File: src/rtl/axis_frame_host_pkg.sv
// Shared types and defaults for the axis_frame_host frame driver.
package axis_frame_host_pkg;

  typedef enum logic [1:0] {
    IDLE = 2'd0,
    SEND = 2'd1,
    RECV = 2'd2,
    DONE = 2'd3
  } state_e;

  localparam int DEF_DATA_WIDTH     = 32;
  localparam int DEF_TX_DATA_NUM    = 8;
  localparam int DEF_RX_DATA_NUM    = 4;
  localparam int DEF_TIMEOUT_CYCLES = 1024;

  function automatic int adr_w(input int n);
    return (n <= 2) ? 1 : $clog2(n);
  endfunction

endpackage

File: src/rtl/frame_buffer.sv
// Small word buffer: synchronous write, asynchronous read, no reset.
module frame_buffer
  import axis_frame_host_pkg::*;
#(
  parameter int DW    = DEF_DATA_WIDTH,
  parameter int DEPTH = DEF_TX_DATA_NUM
) (
  input  logic                    clk,
  input  logic                    wr,
  input  logic [adr_w(DEPTH)-1:0] wr_adr,
  input  logic [DW-1:0]           wr_data,
  input  logic [adr_w(DEPTH)-1:0] rd_adr,
  output logic [DW-1:0]           rd_data
);

  logic [DW-1:0] mem [DEPTH];

  always_ff @(posedge clk) begin
    if (wr) mem[wr_adr] <= wr_data;
  end

  assign rd_data = mem[rd_adr];

endmodule

File: src/rtl/axis_frame_host.sv
// Host-side AXIS frame driver: sends one TX frame, collects one RX frame.
// Define AXIS_FRAME_HOST_TIMEOUT_EN to build the receive watchdog.
module axis_frame_host
  import axis_frame_host_pkg::*;
#(
  parameter int DATA_WIDTH     = DEF_DATA_WIDTH,
  parameter int TX_DATA_NUM    = DEF_TX_DATA_NUM,
  parameter int RX_DATA_NUM    = DEF_RX_DATA_NUM,
  parameter int TIMEOUT_CYCLES = DEF_TIMEOUT_CYCLES
) (
  input  logic                          clk,
  input  logic                          rst,
  input  logic                          start,
  output logic                          busy,
  output logic                          done,
  output logic                          len_err,
  output logic                          timeout,
  input  logic                          tx_wr,
  input  logic [adr_w(TX_DATA_NUM)-1:0] tx_adr,
  input  logic [DATA_WIDTH-1:0]         tx_data,
  input  logic [adr_w(RX_DATA_NUM)-1:0] rx_adr,
  output logic [DATA_WIDTH-1:0]         rx_data,
  output logic [DATA_WIDTH-1:0]         m_data,
  output logic                          m_valid,
  output logic                          m_last,
  input  logic                          m_ready,
  input  logic [DATA_WIDTH-1:0]         s_data,
  input  logic                          s_valid,
  input  logic                          s_last,
  output logic                          s_ready
);

  localparam int TX_AW = adr_w(TX_DATA_NUM);
  localparam int RX_AW = adr_w(RX_DATA_NUM);
  localparam logic [TX_AW-1:0] TX_LAST = TX_AW'(TX_DATA_NUM - 1);
  localparam logic [RX_AW-1:0] RX_LAST = RX_AW'(RX_DATA_NUM - 1);

  state_e           state_q, state_d;
  logic [TX_AW-1:0] tx_cnt_q, tx_cnt_d;
  logic [RX_AW-1:0] rx_cnt_q, rx_cnt_d;
  logic             len_err_q, len_err_d;
  logic [DATA_WIDTH-1:0] tx_rd;

`ifdef AXIS_FRAME_HOST_TIMEOUT_EN
  localparam int WD_W = adr_w(TIMEOUT_CYCLES);
  localparam logic [WD_W-1:0] WD_LAST = WD_W'(TIMEOUT_CYCLES - 1);
  logic [WD_W-1:0] wd_q, wd_d;
  logic            timeout_q, timeout_d;
`endif

  frame_buffer #(.DW(DATA_WIDTH), .DEPTH(TX_DATA_NUM)) u_tx_buf (
    .clk     (clk),
    .wr      (tx_wr && (state_q == IDLE)),
    .wr_adr  (tx_adr),
    .wr_data (tx_data),
    .rd_adr  (tx_cnt_q),
    .rd_data (tx_rd)
  );

  frame_buffer #(.DW(DATA_WIDTH), .DEPTH(RX_DATA_NUM)) u_rx_buf (
    .clk     (clk),
    .wr      (s_valid && (state_q == RECV)),
    .wr_adr  (rx_cnt_q),
    .wr_data (s_data),
    .rd_adr  (rx_adr),
    .rd_data (rx_data)
  );

  always_comb begin
    state_d   = state_q;
    tx_cnt_d  = tx_cnt_q;
    rx_cnt_d  = rx_cnt_q;
    len_err_d = len_err_q;
`ifdef AXIS_FRAME_HOST_TIMEOUT_EN
    wd_d      = wd_q;
    timeout_d = timeout_q;
`endif
    unique case (state_q)
      IDLE: begin
        if (start) begin
          state_d   = SEND;
          tx_cnt_d  = '0;
          rx_cnt_d  = '0;
          len_err_d = 1'b0;
`ifdef AXIS_FRAME_HOST_TIMEOUT_EN
          wd_d      = '0;
          timeout_d = 1'b0;
`endif
        end
      end
      SEND: begin
        if (m_ready) begin
          if (tx_cnt_q == TX_LAST) state_d = RECV;
          else tx_cnt_d = tx_cnt_q + 1'b1;
        end
      end
      RECV: begin
        if (s_valid) begin
`ifdef AXIS_FRAME_HOST_TIMEOUT_EN
          wd_d = '0;
`endif
          if (rx_cnt_q == RX_LAST) begin
            state_d = DONE;
            if (!s_last) len_err_d = 1'b1;
          end else begin
            rx_cnt_d = rx_cnt_q + 1'b1;
            // Early end: word already stored, frame closed short.
            if (s_last) begin
              len_err_d = 1'b1;
              state_d   = DONE;
            end
          end
        end
`ifdef AXIS_FRAME_HOST_TIMEOUT_EN
        else if (wd_q == WD_LAST) begin
          timeout_d = 1'b1;
          state_d   = DONE;
        end else begin
          wd_d = wd_q + 1'b1;
        end
`endif
      end
      DONE: state_d = IDLE;
      default: state_d = IDLE;
    endcase
  end

  always_ff @(posedge clk or posedge rst) begin
    if (rst) begin
      state_q   <= IDLE;
      tx_cnt_q  <= '0;
      rx_cnt_q  <= '0;
      len_err_q <= 1'b0;
    end else begin
      state_q   <= state_d;
      tx_cnt_q  <= tx_cnt_d;
      rx_cnt_q  <= rx_cnt_d;
      len_err_q <= len_err_d;
    end
  end

`ifdef AXIS_FRAME_HOST_TIMEOUT_EN
  always_ff @(posedge clk or posedge rst) begin
    if (rst) begin
      wd_q      <= '0;
      timeout_q <= 1'b0;
    end else begin
      wd_q      <= wd_d;
      timeout_q <= timeout_d;
    end
  end

  assign timeout = timeout_q;
`else
  assign timeout = 1'b0;
`endif

  assign busy    = (state_q != IDLE);
  assign done    = (state_q == DONE);
  assign len_err = len_err_q;
  assign m_valid = (state_q == SEND);
  assign m_last  = m_valid && (tx_cnt_q == TX_LAST);
  assign m_data  = m_valid ? tx_rd : '0;
  assign s_ready = (state_q == RECV);

endmodule

File: config.mk
export PLATFORM = sky130hd
export DESIGN_NAME = axis_frame_host
export DESIGN_NICKNAME = d
export VERILOG_FILES = /design/src/rtl/axis_frame_host_pkg.sv /design/src/rtl/frame_buffer.sv /design/src/rtl/axis_frame_host.sv
export SDC_FILE = /design/constraint.sdc
export NUM_CORES = 1
export LEC_CHECK = 0
export CORE_UTILIZATION = 51
export DETAILED_ROUTE_END_ITERATION = 8
export GPL_ROUTABILITY_DRIVEN = 0
export GPL_TIMING_DRIVEN = 0
export PLACE_DENSITY = 0.73
export SLEW_MARGIN = 40
export SYNTH_ARGS = -nofsm -noshare
export SYNTH_HDL_FRONTEND = slang
export SYNTH_HIERARCHICAL = 1
export SYNTH_SLANG_ARGS = --single-unit
export TNS_END_PERCENT = 100
File: constraint.sdc
create_clock -name clk -period 3.35 [get_ports clk]
set_input_delay 0.67 -clock clk [delete_from_list [all_inputs] [get_ports clk]]
set_output_delay 0.67 -clock clk [all_outputs]
set_load 0.01 [all_outputs]
==> results.md, run 1 <==
- Outcome: finished clean
- Total CTS buffers: 38
- Fmax achieved: 311 MHz
- Worst hold-check path type: in -> async
- Global-route wire length before repair: 45.9 mm
- Port Buffer Count: 144
- Worst slew margin relative to its limit: between 60 and 70%
- Longest Clk Path Bufs: 3
- Yosys warning count: 6
- Width of the chip: about 180 um
- Most used routing layer: met2
- Initial antenna violation count: 2
- H-tree levels: 2
- Chip Height: between 150 and 200 um
- Final routed DRC violation total: 0
- Synthesis-to-finish area growth: 23.8%
- Buffer cell driving the clock tree root: sky130_fd_sc_hd__clkbuf_16
- Placement Cell Area: 17,800 sq um
- Maximum VDD drop: 446 uV
- Global Route met1 Usage: around a quarter
- Largest fanout on the critical path: 10
- Area of all placed cells without fillers: ~19,000 sq um
- CTS tree: yes
- Placed wire-length estimate after detailed placement: slightly below 20 mm
- Mapped Cells: 645
- Layout cells sized above 1: 23.4%
- Data arrival time at the worst-slack endpoint: about 2.6 ns
- Row Count: 63
- Count of TritonRoute iterations in the first routing pass: 6
- Final period utilization: between 90% and 100%
- Setup CP Type: reg -> out
- Clock transition at the registers of the reported paths: 0.06 ns
- Share of the yosys chip area belonging to registers: 76.6%
- Gr usage total: 20.3%
- Global-route met2 utilization: between 30% and 40%
- Effective utilization at floorplan: 51.8%
- CP max stage cell: sky130_fd_sc_hd__mux4_1
- Via count of the routed design: 7,182
- Power density cells: 623 nW/um^2
- Cell seen most often among critical-path stages: sky130_fd_sc_hd__buf_12
- Hold Vio Cnt, Final: 0
- Chain of cells forming the critical path: buf_12 -> buf_12 -> mux4_1 -> mux2_2 -> and2_1 -> dlygate4sd2_1
- Worst Setup Start Kind: flip-flop
- Grt met3 use: around 4.0%
- Critical path endpoint category: output pin
- Number of maximum-capacitance constraint violations: 0
- Area of the mapped netlist: between 15,000 and 20,000 sq um
- Unrepaired setup endpoints after global routing: false
- Crit path time final: between 3 and 4 ns
- CP max stage delay: 0.56 ns
- TritonCTS sink count: 392
- Die area: 30,700 sq um
- Post-route worst setup slack: 0.130 ns
- Worst Setup Slack post-DPL: 0.137 ns
- Via-to-Cell Ratio: 5.64
- Clock latency reported for the late side of the worst-skew pair: 0.51 ns
- Ports: between 100 and 150
- CP required: 2.68 ns
- Core occupancy in the finished layout: approximately 64%
- Final setup violation count: 0
- Total negative slack: 0 ns
- Remaining Overflow, GRT: 0
- Number of filler cells placed in the layout: 1,957
- Final #Nets: 941
- Total leakage power: around 6.3 nW
- Worst-margin pin slew: between 0.5 and 0.6 ns
- Post-synth cell types: 33
- Total Routed Length: between 30 and 40 mm
- Leading cell types in the layout, fill and taps excluded: sky130_fd_sc_hd__edfxtp_1 (384), sky130_fd_sc_hd__clkdlybuf4s50_1 (112), sky130_fd_sc_hd__mux4_2 (54)
- Largest net degree at the start of global routing: 21
- Routed wire length per instance: 23.8 um
- Most frequent standard cell in the layout excluding fill and tap cells: sky130_fd_sc_hd__edfxtp_1
- Core Footprint: 29,600 sq um
- Clk_skew: 0.00971 ns
- Post-synthesis area per instance: 23.7 sq um
- Count of pins over their slew limit: 0
- Syn nets: 730
- Antenna Nets Post-Route: 0
- Number of synthesized register bits: just under 400
- Number of global-route vias before repair: 7,582
- Iteration-0 DRC count of the detailed router: 528
## cell type report
| cell class | instances | area, sq um | area share, % |
|---|---|---|---|
| clock buffer | 51 | 1060 | 5.61 |
| inverter | 8 | 30.0 | 0.158 |
| antenna | 1 | 2.50 | 0.0132 |
| sequential | 392 | 11700 | 61.9 |
| tap | 390 | 488 | 2.57 |
| multi-input combinational | 216 | 3400 | 17.9 |
| timing repair buffer | 171 | 1850 | 9.76 |
| buffer | 29 | 320 | 1.69 |
| clock inverter | 16 | 73.8 | 0.389 |
## logic make-up (layout without fill, tap and decap cells)
| logic type | after synthesis | count (layout) | synth area share [%] |
|---|---|---|---|
| adder cells (fa/ha/maj) | 9 | 9 | 0.736 |
| flip-flops | 392 | 392 | 76.6 |
| buffers and inverters | 37 | 275 | 1.72 |
| other | 1 | 2 | 0.0245 |
| AND/OR/NAND/NOR | 66 | 66 | 2.62 |
| multiplexers | 135 | 135 | 18.0 |
| AO/OA/AOI/OAI | 5 | 5 | 0.270 |
## metal layers
| metal | vias up | wire length, um |
|---|---|---|
| li1 | 3159 | - |
| met5 | - | 10 |
| met1 | 3756 | 12400 |
| met3 | 40 | 1800 |
| met4 | 2 | 413 |
| met2 | 225 | 15800 |
## Yosys cell counts (all sizes together)
library cell | count | share of area [%]
nor3 | 3 | 0.098
edfxtp | 384 | 75
conb | 1 | 0.024
o21ai | 1 | 0.033
and3b | 2 | 0.11
and2 | 36 | 1.5
ha | 9 | 0.74
clkbuf | 4 | 0.098
nand2b | 3 | 0.12
mux2 | 35 | 2.6
and3 | 2 | 0.082
mux4 | 96 | 15
inv | 8 | 0.20
nor3b | 1 | 0.049
a21oi | 1 | 0.033
nor2b | 5 | 0.20
dfrtp | 8 | 1.3
a221o | 1 | 0.065
nor2 | 7 | 0.17
a2111o | 1 | 0.074
nand2 | 5 | 0.12
mux2i | 4 | 0.26
buf | 25 | 1.4
nor4 | 2 | 0.18
o32a | 1 | 0.065
## critical path: cells and delay by family, from the launching register on
family | cells | cell delay [ns]
muxes | 2 | 0.84
and+or+nand+nor | 1 | 0.18
buffers and inverters | 3 | 0.63
DFF | 1 | 0.40
## through the flow
| step | cells | hold WS (ns) | total power, W |
|---|---|---|---|
| 2_1_floorplan | 645 | 0.486 | 0.00705 |
| 3_3_place_gp | 1179 | 0.483 | 0.00789 |
| 3_5_place_dp | 1204 | 0.510 | 0.00805 |
| 4_1_cts | 1273 | 0.409 | 0.0119 |
| 5_1_grt | 1274 | 0.433 | 0.0122 |
| 6_report | 1274 | 0.417 | 0.0118 |
## path summary, 6_finish.rpt
path / start / end / slack (ns) / cells after the start
worst max-delay path: tx_cnt_q[0]$_DFFE_PP0P_ / m_data[16] / 0.13 / 6
worst min register to register: len_err$_DFFE_PP0P_ / len_err$_DFFE_PP0P_ / 0.52 / 1
worst min-delay path: rst / tx_cnt_q[2]$_DFFE_PP0P_ / 0.42 / 2
max in group asynchronous: rst / rx_cnt_q[1]$_DFFE_PP0P_ / 2.68 / 2
worst max register to register: state_q[0]$_DFFE_PP0P_ / u_tx_buf/mem[4][7]$_DFFE_PP_ / 0.73 / 7
min in group clk: len_err$_DFFE_PP0P_ / len_err$_DFFE_PP0P_ / 0.52 / 1
## registers in the layout (all words and copies together) (netlist names)
register,cells
state_q,2
len_err,1
u_rx_buf/mem,128
u_tx_buf/mem,256
rx_cnt_q,2
tx_cnt_q,3
## power breakdown
group          total (W)  internal (W)  switching, W
logic            0.00219       0.00115       0.00104
clock network    0.00390       0.00223       0.00167
registers        0.00573       0.00565     0.0000805
## timing repair
item | in CTS | in global routing
hold buffers | 0 | 0
endpoints found under the setup margin | 32 | 0
hold endpoints to repair | 0 | 0
setup buffers | 2 | 0
resized for setup | 60 | 0
Note: power is estimated with default switching activity, not from simulation.
==> inputs of run 2 (changes only) <==
--- a/config.mk
+++ b/config.mk
@@ -5,11 +5,11 @@
 export SDC_FILE = /design/constraint.sdc
 export NUM_CORES = 1
 export LEC_CHECK = 0
-export CORE_UTILIZATION = 51
+export CORE_UTILIZATION = 57
 export DETAILED_ROUTE_END_ITERATION = 8
 export GPL_ROUTABILITY_DRIVEN = 0
 export GPL_TIMING_DRIVEN = 0
-export PLACE_DENSITY = 0.73
+export PLACE_DENSITY = 0.78
 export SLEW_MARGIN = 40
 export SYNTH_ARGS = -nofsm -noshare
 export SYNTH_HDL_FRONTEND = slang
==> constraint.sdc (replaced) <==
create_clock -name clk -period 3.1 [get_ports clk]
set_input_delay 0.62 -clock clk [delete_from_list [all_inputs] [get_ports clk]]
set_output_delay 0.62 -clock clk [all_outputs]
set_load 0.01 [all_outputs]
==> results.md, run 2 (same netlist as run 1, synthesis figures left out) <==
- Worst-margin pin slew: around 0.6 ns
- Final hold slack: around 0.38 ns
- Largest register FFs: around 260
- Total Routed Length: 34.0 mm
- Total leakage power: 6.43 nW
- Power density cells: about 690 nW/um^2
- Final period utilization: around 99%
- Unrepaired setup endpoints after global routing: true
- CP required: 2.48 ns
- Via-to-Cell Ratio: ~6
- Initial antenna violation count: 3
- Worst slew margin relative to its limit: around 60%
- Routed wire length per instance: 27.2 um
- Layout cells sized above 1: 33.3%
- Most used routing layer: met2
- Clock transition at the registers of the reported paths: 0.06 ns
- Final #Nets: 969
- Die area: roughly 28,000 sq um
- Core occupancy in the finished layout: 73.2%
- Worst Setup Slack post-DPL: -0.147 ns
- Global Route met1 Usage: 32.8%
- Chip Height: 166 um
- Number of global-route vias before repair: 8,135
- Global-route met2 utilization: 42.4%
- Grt met3 use: 5.41%
- Total CTS buffers: 39
- Synthesis-to-finish area growth: 25.4%
- Clk_skew: between 0.015 and 0.02 ns
- TritonCTS sink count: 392
- Hold Vio Cnt, Final: 0
- Data arrival time at the worst-slack endpoint: 2.46 ns
- CTS tree: yes
- RR Endpoint: u_tx_buf/mem[4][24]$_DFFE_PP_
- Buffer cell driving the clock tree root: sky130_fd_sc_hd__clkbuf_16
- Ports: roughly 150
- Clock latency reported for the late side of the worst-skew pair: 0.54 ns
- Leading cell types in the layout, fill and taps excluded: sky130_fd_sc_hd__edfxtp_1 (384), sky130_fd_sc_hd__clkdlybuf4s50_1 (112), sky130_fd_sc_hd__mux4_2 (82)
- Longest Clk Path Bufs: 3
- Effective utilization at floorplan: 58.4%
- H-tree levels: 2
- Register containing the most flip-flops in the final layout: u_tx_buf/mem
- Post-route worst setup slack: around 0.022 ns
- Final routed DRC violation total: 10
- Global-route wire length before repair: 50.4 mm
- Reg2reg setup slack: 0.33 ns
- Outcome: complete, but fails checks
- Width of the chip: 166 um
- Leading registers by flop count: u_tx_buf/mem (256), u_rx_buf/mem (128), tx_cnt_q (3)
- Count of pins over their slew limit: 0
- Largest net degree at the start of global routing: 22
- Critical path endpoint category: output pin
- Setup CP Type: reg -> out
- Final setup violation count: 0
- Count of TritonRoute iterations in the first routing pass: 7
- Row Count: 59
- Worst-case reg-to-reg path depth: 8
- Remaining Overflow, GRT: 0
- Violated checks: design-rule violations
- Largest fanout on the critical path: 8
- Antenna Nets Post-Route: 0
- Port Buffer Count: 144
- Beginning of the worst register-to-register path: state_q[0]$_DFFE_PP0P_
- Maximum VDD drop: 553 uV
- Gr usage total: between 20 and 30%
- Worst Setup Start Kind: flip-flop
- Number of maximum-capacitance constraint violations: 0
- Via count of the routed design: approximately 7,600
- Placed wire-length estimate after detailed placement: 20.8 mm
- Most frequent standard cell in the layout excluding fill and tap cells: sky130_fd_sc_hd__edfxtp_1
- Iteration-0 DRC count of the detailed router: 790
- Fmax achieved: 325 MHz
- Core Footprint: roughly 26,000 sq um
- Crit path time final: 3.08 ns
- Worst hold-check path type: in -> async
## run 2: changes by cell type in the layout (fill, tap and decap cells not counted), moves of 9 or more
cell,previous run,this run
sky130_fd_sc_hd__and2_4,0,11
sky130_fd_sc_hd__dlygate4sd2_1,32,0
sky130_fd_sc_hd__buf_6,8,17
sky130_fd_sc_hd__mux4_2,54,82
sky130_fd_sc_hd__buf_2,6,28
sky130_fd_sc_hd__buf_4,11,26
sky130_fd_sc_hd__mux4_1,42,14
sky130_fd_sc_hd__and2_1,36,25
## run 2: how the worst max path moves through the flow
stage / end / cells past startpoint / startpoint / slack, ns
2_1_floorplan: u_tx_buf/mem[2][0]$_DFFE_PP_ / 5 / state_q[0]$_DFFE_PP0P_ / 0.28
3_3_place_gp: u_tx_buf/mem[2][3]$_DFFE_PP_ / 4 / tx_wr / -1.59
6_report: m_data[22] / 7 / tx_cnt_q[0]$_DFFE_PP0P_ / 0.02
4_1_cts: m_data[9] / 7 / tx_cnt_q[0]$_DFFE_PP0P_ / -0.09
5_1_grt: m_data[12] / 7 / tx_cnt_q[0]$_DFFE_PP0P_ / -0.02
3_5_place_dp: m_data[22] / 6 / tx_cnt_q[2]$_DFFE_PP0P_ / -0.15
## run 2: through the flow
stage	cells	total power (W)	instance area, sq um	TNS [ns]
2_1_floorplan	645	0.00762	15300	0
3_3_place_gp	1124	0.00852	17200	-406.79
3_5_place_dp	1151	0.00872	17800	-1.53
4_1_cts	1238	0.0133	19100	-0.573
5_1_grt	1250	0.0138	19200	-0.0970
6_report	1250	0.0133	19200	0
## run 2: power breakdown
part | total [W] | switching, W | leakage (nW) | internal [W]
Sequential | 0.00620 | 0.0000996 | 3.57 | 0.00610
Combinational | 0.00281 | 0.00127 | 2.29 | 0.00154
Clock | 0.00432 | 0.00191 | 0.574 | 0.00241
Total | 0.0133 | 0.00328 | 6.43 | 0.0100
## run 2: cell type report
class	instances	area [sq um]
antenna	3	7.51
timing repair buffer	199	2180
tap	335	419
clock buffer	46	1000
inverter	8	30.0
buffer	28	315
clock inverter	23	160
sequential	392	11700
multi-input combinational	216	3350
fill	1395	7010
## run 2: metal layers
metal  share of wire [%]  vias to the layer above
li1                    -                     3196
met3                 7.9                       80
met5                   0                        -
met2                  51                      392
met1                  38                     3915
met4                 2.7                        0
## run 2: timing repair
action	CTS	global route
endpoints found under the setup margin	32	24
resized for setup	189	29
hold buffers	0	0
setup buffers	15	11
cloned	3	1
## run 2: worst max-delay path: stages, from the launching register on
cell	delay, ns
sky130_fd_sc_hd__dfrtp_2	0.40
sky130_fd_sc_hd__buf_12	0.17
sky130_fd_sc_hd__buf_12	0.13
sky130_fd_sc_hd__buf_4	0.12
sky130_fd_sc_hd__mux4_2	0.51
sky130_fd_sc_hd__mux2_2	0.27
sky130_fd_sc_hd__and2_1	0.17
sky130_fd_sc_hd__buf_2	0.16
==> inputs of run 3 (changes only) <==
--- a/config.mk
+++ b/config.mk
@@ -5,6 +5,7 @@
 export SDC_FILE = /design/constraint.sdc
 export NUM_CORES = 1
 export LEC_CHECK = 0
+export CORE_MARGIN = 5
 export CORE_UTILIZATION = 57
 export DETAILED_ROUTE_END_ITERATION = 8
 export GPL_ROUTABILITY_DRIVEN = 0
==> results.md, run 3 (same netlist as run 1, synthesis figures left out) <==
- Largest net degree at the start of global routing: 19
- Worst-case reg-to-reg path depth: 8
- Iteration-0 DRC count of the detailed router: 767
- Post-route worst setup slack: 0.0195 ns
- Crit path time final: about 3 ns
- Unrepaired setup endpoints after global routing: true
- Data arrival time at the worst-slack endpoint: between 2 and 2.5 ns
- Count of TritonRoute iterations in the first routing pass: 5
- Sequential cell area: 11,700 sq um
- Total leakage power: 6.37 nW
- Most frequent standard cell in the layout excluding fill and tap cells: sky130_fd_sc_hd__edfxtp_1
- Number of maximum-capacitance constraint violations: 0
- Total Routed Length: 33.3 mm
- Total Power: roughly 0.013 W
- Worst-margin pin slew: about 0.57 ns
- Via-to-Cell Ratio: 5.96
- Total CTS buffers: 39
- Antenna Nets Post-Route: 0
- Leading cell types in the layout, fill and taps excluded: sky130_fd_sc_hd__edfxtp_1 (384), sky130_fd_sc_hd__clkdlybuf4s50_1 (112), sky130_fd_sc_hd__mux4_2 (85)
- Largest fanout on the critical path: 6
- Synthesis-to-finish area growth: 24.8%
- Worst hold-check path type: in -> async
- Gr usage total: 22.0%
- Fmax achieved: ~320 MHz
- Worst Setup Start Kind: flip-flop
- Register containing the most flip-flops in the final layout: u_tx_buf/mem
- Diode count: 0
- Longest Clk Path Bufs: 3
- Layout cells sized above 1: 33.3%
- TritonCTS sink count: 392
- Reg2reg setup slack: 0.50 ns
- Worst slew margin relative to its limit: 61.6%
- Count of pins over their slew limit: 0
- Power density cells: 694 nW/um^2
- Clk_skew: 0.0171 ns
- Remaining Overflow, GRT: 0
- Row Count: 60
- CTS tree: yes
- Port Buffer Count: 144
- Number of filler cells placed in the layout: 1,504
- CP required: 2.48 ns
- Final setup violation count: 0
- Die area: a little over 30,000 sq um
- Clock transition at the registers of the reported paths: 0.06 ns
- Hold Vio Cnt, Final: 0
- Placement Cell Area: 17,800 sq um
- Width of the chip: 174 um
- Largest register FFs: 256
- Final #Nets: 957
- Final routed DRC violation total: 0
- Routed wire length per instance: 26.8 um
- Area of the multi-input gates: 3360 sq um
- Global-route wire length before repair: 50.1 mm
- Outcome: finished clean
- Beginning of the worst register-to-register path: state_q[0]$_DFFE_PP0P_
- Number of global-route vias before repair: 8,097
- Chip Height: around 170 um
- Area of all placed cells without fillers: approximately 19,000 sq um
- Final period utilization: 99.4%
- Via count of the routed design: 7,411
- Placed wire-length estimate after detailed placement: 20.7 mm
- Core Footprint: 26,700 sq um
- Clock latency reported for the late side of the worst-skew pair: ~0.52 ns
- H-tree levels: 2
- Buffer cell driving the clock tree root: sky130_fd_sc_hd__clkbuf_16
- RR Endpoint: u_tx_buf/mem[0][12]$_DFFE_PP_
- Initial antenna violation count: 1
- Leading registers by flop count: u_tx_buf/mem (256), u_rx_buf/mem (128), tx_cnt_q (3)
- Critical path endpoint category: output pin
- Worst Setup Slack post-DPL: -0.0336 ns
- Ports: between 100 and 150
- Maximum VDD drop: slightly above 600 uV
- Setup CP Type: reg -> out
- Effective utilization at floorplan: 57.3%
-- run 3: changes by cell type in the layout (fill, tap and decap cells not counted), moves of 4 or more --
| cell | before | now |
|---|---|---|
| sky130_fd_sc_hd__mux2_4 | 9 | 13 |
| sky130_fd_sc_hd__buf_6 | 17 | 23 |
| sky130_fd_sc_hd__mux2_2 | 24 | 20 |
| sky130_fd_sc_hd__buf_4 | 26 | 14 |
-- run 3: repair_timing --
item | CTS | global route
setup buffers | 12 | 1
hold buffers | 0 | 0
gates resized for setup | 196 | 45
gates cloned | 7 | 1
pin swaps | 0 | 0
setup endpoints to repair | 32 | 30
-- run 3: cell type report --
cell class | instances | area share (%)
Buffer | 29 | 1.68
Multi-Input combinational cell | 216 | 17.6
Tap cell | 341 | 2.23
Inverter | 8 | 0.157
Clock inverter | 22 | 0.753
Clock buffer | 49 | 5.30
Timing Repair Buffer | 186 | 10.9
Sequential cell | 392 | 61.4
-- run 3: how the worst max path moves through the flow --
stage	start	endpoint	slack, ns	cells after the start
3_5_place_dp	tx_cnt_q[2]$_DFFE_PP0P_	m_data[22]	-0.03	6
3_3_place_gp	tx_wr	u_tx_buf/mem[5][3]$_DFFE_PP_	-1.54	4
4_1_cts	tx_cnt_q[0]$_DFFE_PP0P_	m_data[10]	-0.02	7
6_report	tx_cnt_q[0]$_DFFE_PP0P_	m_data[11]	0.02	7
5_1_grt	tx_cnt_q[0]$_DFFE_PP0P_	m_data[11]	-0.03	7
2_1_floorplan	state_q[0]$_DFFE_PP0P_	u_tx_buf/mem[2][0]$_DFFE_PP_	0.28	5
-- run 3: stage by stage --
step / util (%) / hold WS (ns) / TNS (ns) / std cells
floorplan: - / 0.436 / 0 / 645
global placement: 64.3 / 0.485 / -399.49 / 1130
detailed placement: 66.5 / 0.503 / -0.110 / 1156
CTS: 71.5 / 0.364 / -0.113 / 1246
global route: 71.5 / 0.390 / -0.0487 / 1243
finish: 71.5 / 0.361 / 0 / 1243
-- run 3: report_power, final --
part | internal [W] | switching (W) | total, W
clock network | 0.00242 | 0.00188 | 0.00430
logic | 0.00151 | 0.00125 | 0.00276
registers | 0.00610 | 0.0000988 | 0.00620
total | 0.0100 | 0.00323 | 0.0133
-- run 3: critical path, cell delays in order, from the launching register on --
cell and delay (ns):
sky130_fd_sc_hd__dfrtp_2 0.45, sky130_fd_sc_hd__buf_12 0.19, sky130_fd_sc_hd__buf_12 0.14, sky130_fd_sc_hd__buf_6 0.10
sky130_fd_sc_hd__mux4_2 0.49, sky130_fd_sc_hd__mux2_4 0.29, sky130_fd_sc_hd__and2_4 0.16, sky130_fd_sc_hd__buf_6 0.11
-- run 3: routing by layer --
metal | track usage, % | share of wire [%] | vias to the layer above
met5 | 0 | 0.030 | -
met4 | 4.92 | 1.8 | 2
met3 | 4.58 | 6.4 | 44
met2 | 39.1 | 54 | 310
met1 | 28.4 | 38 | 3893
li1 | - | - | 3162
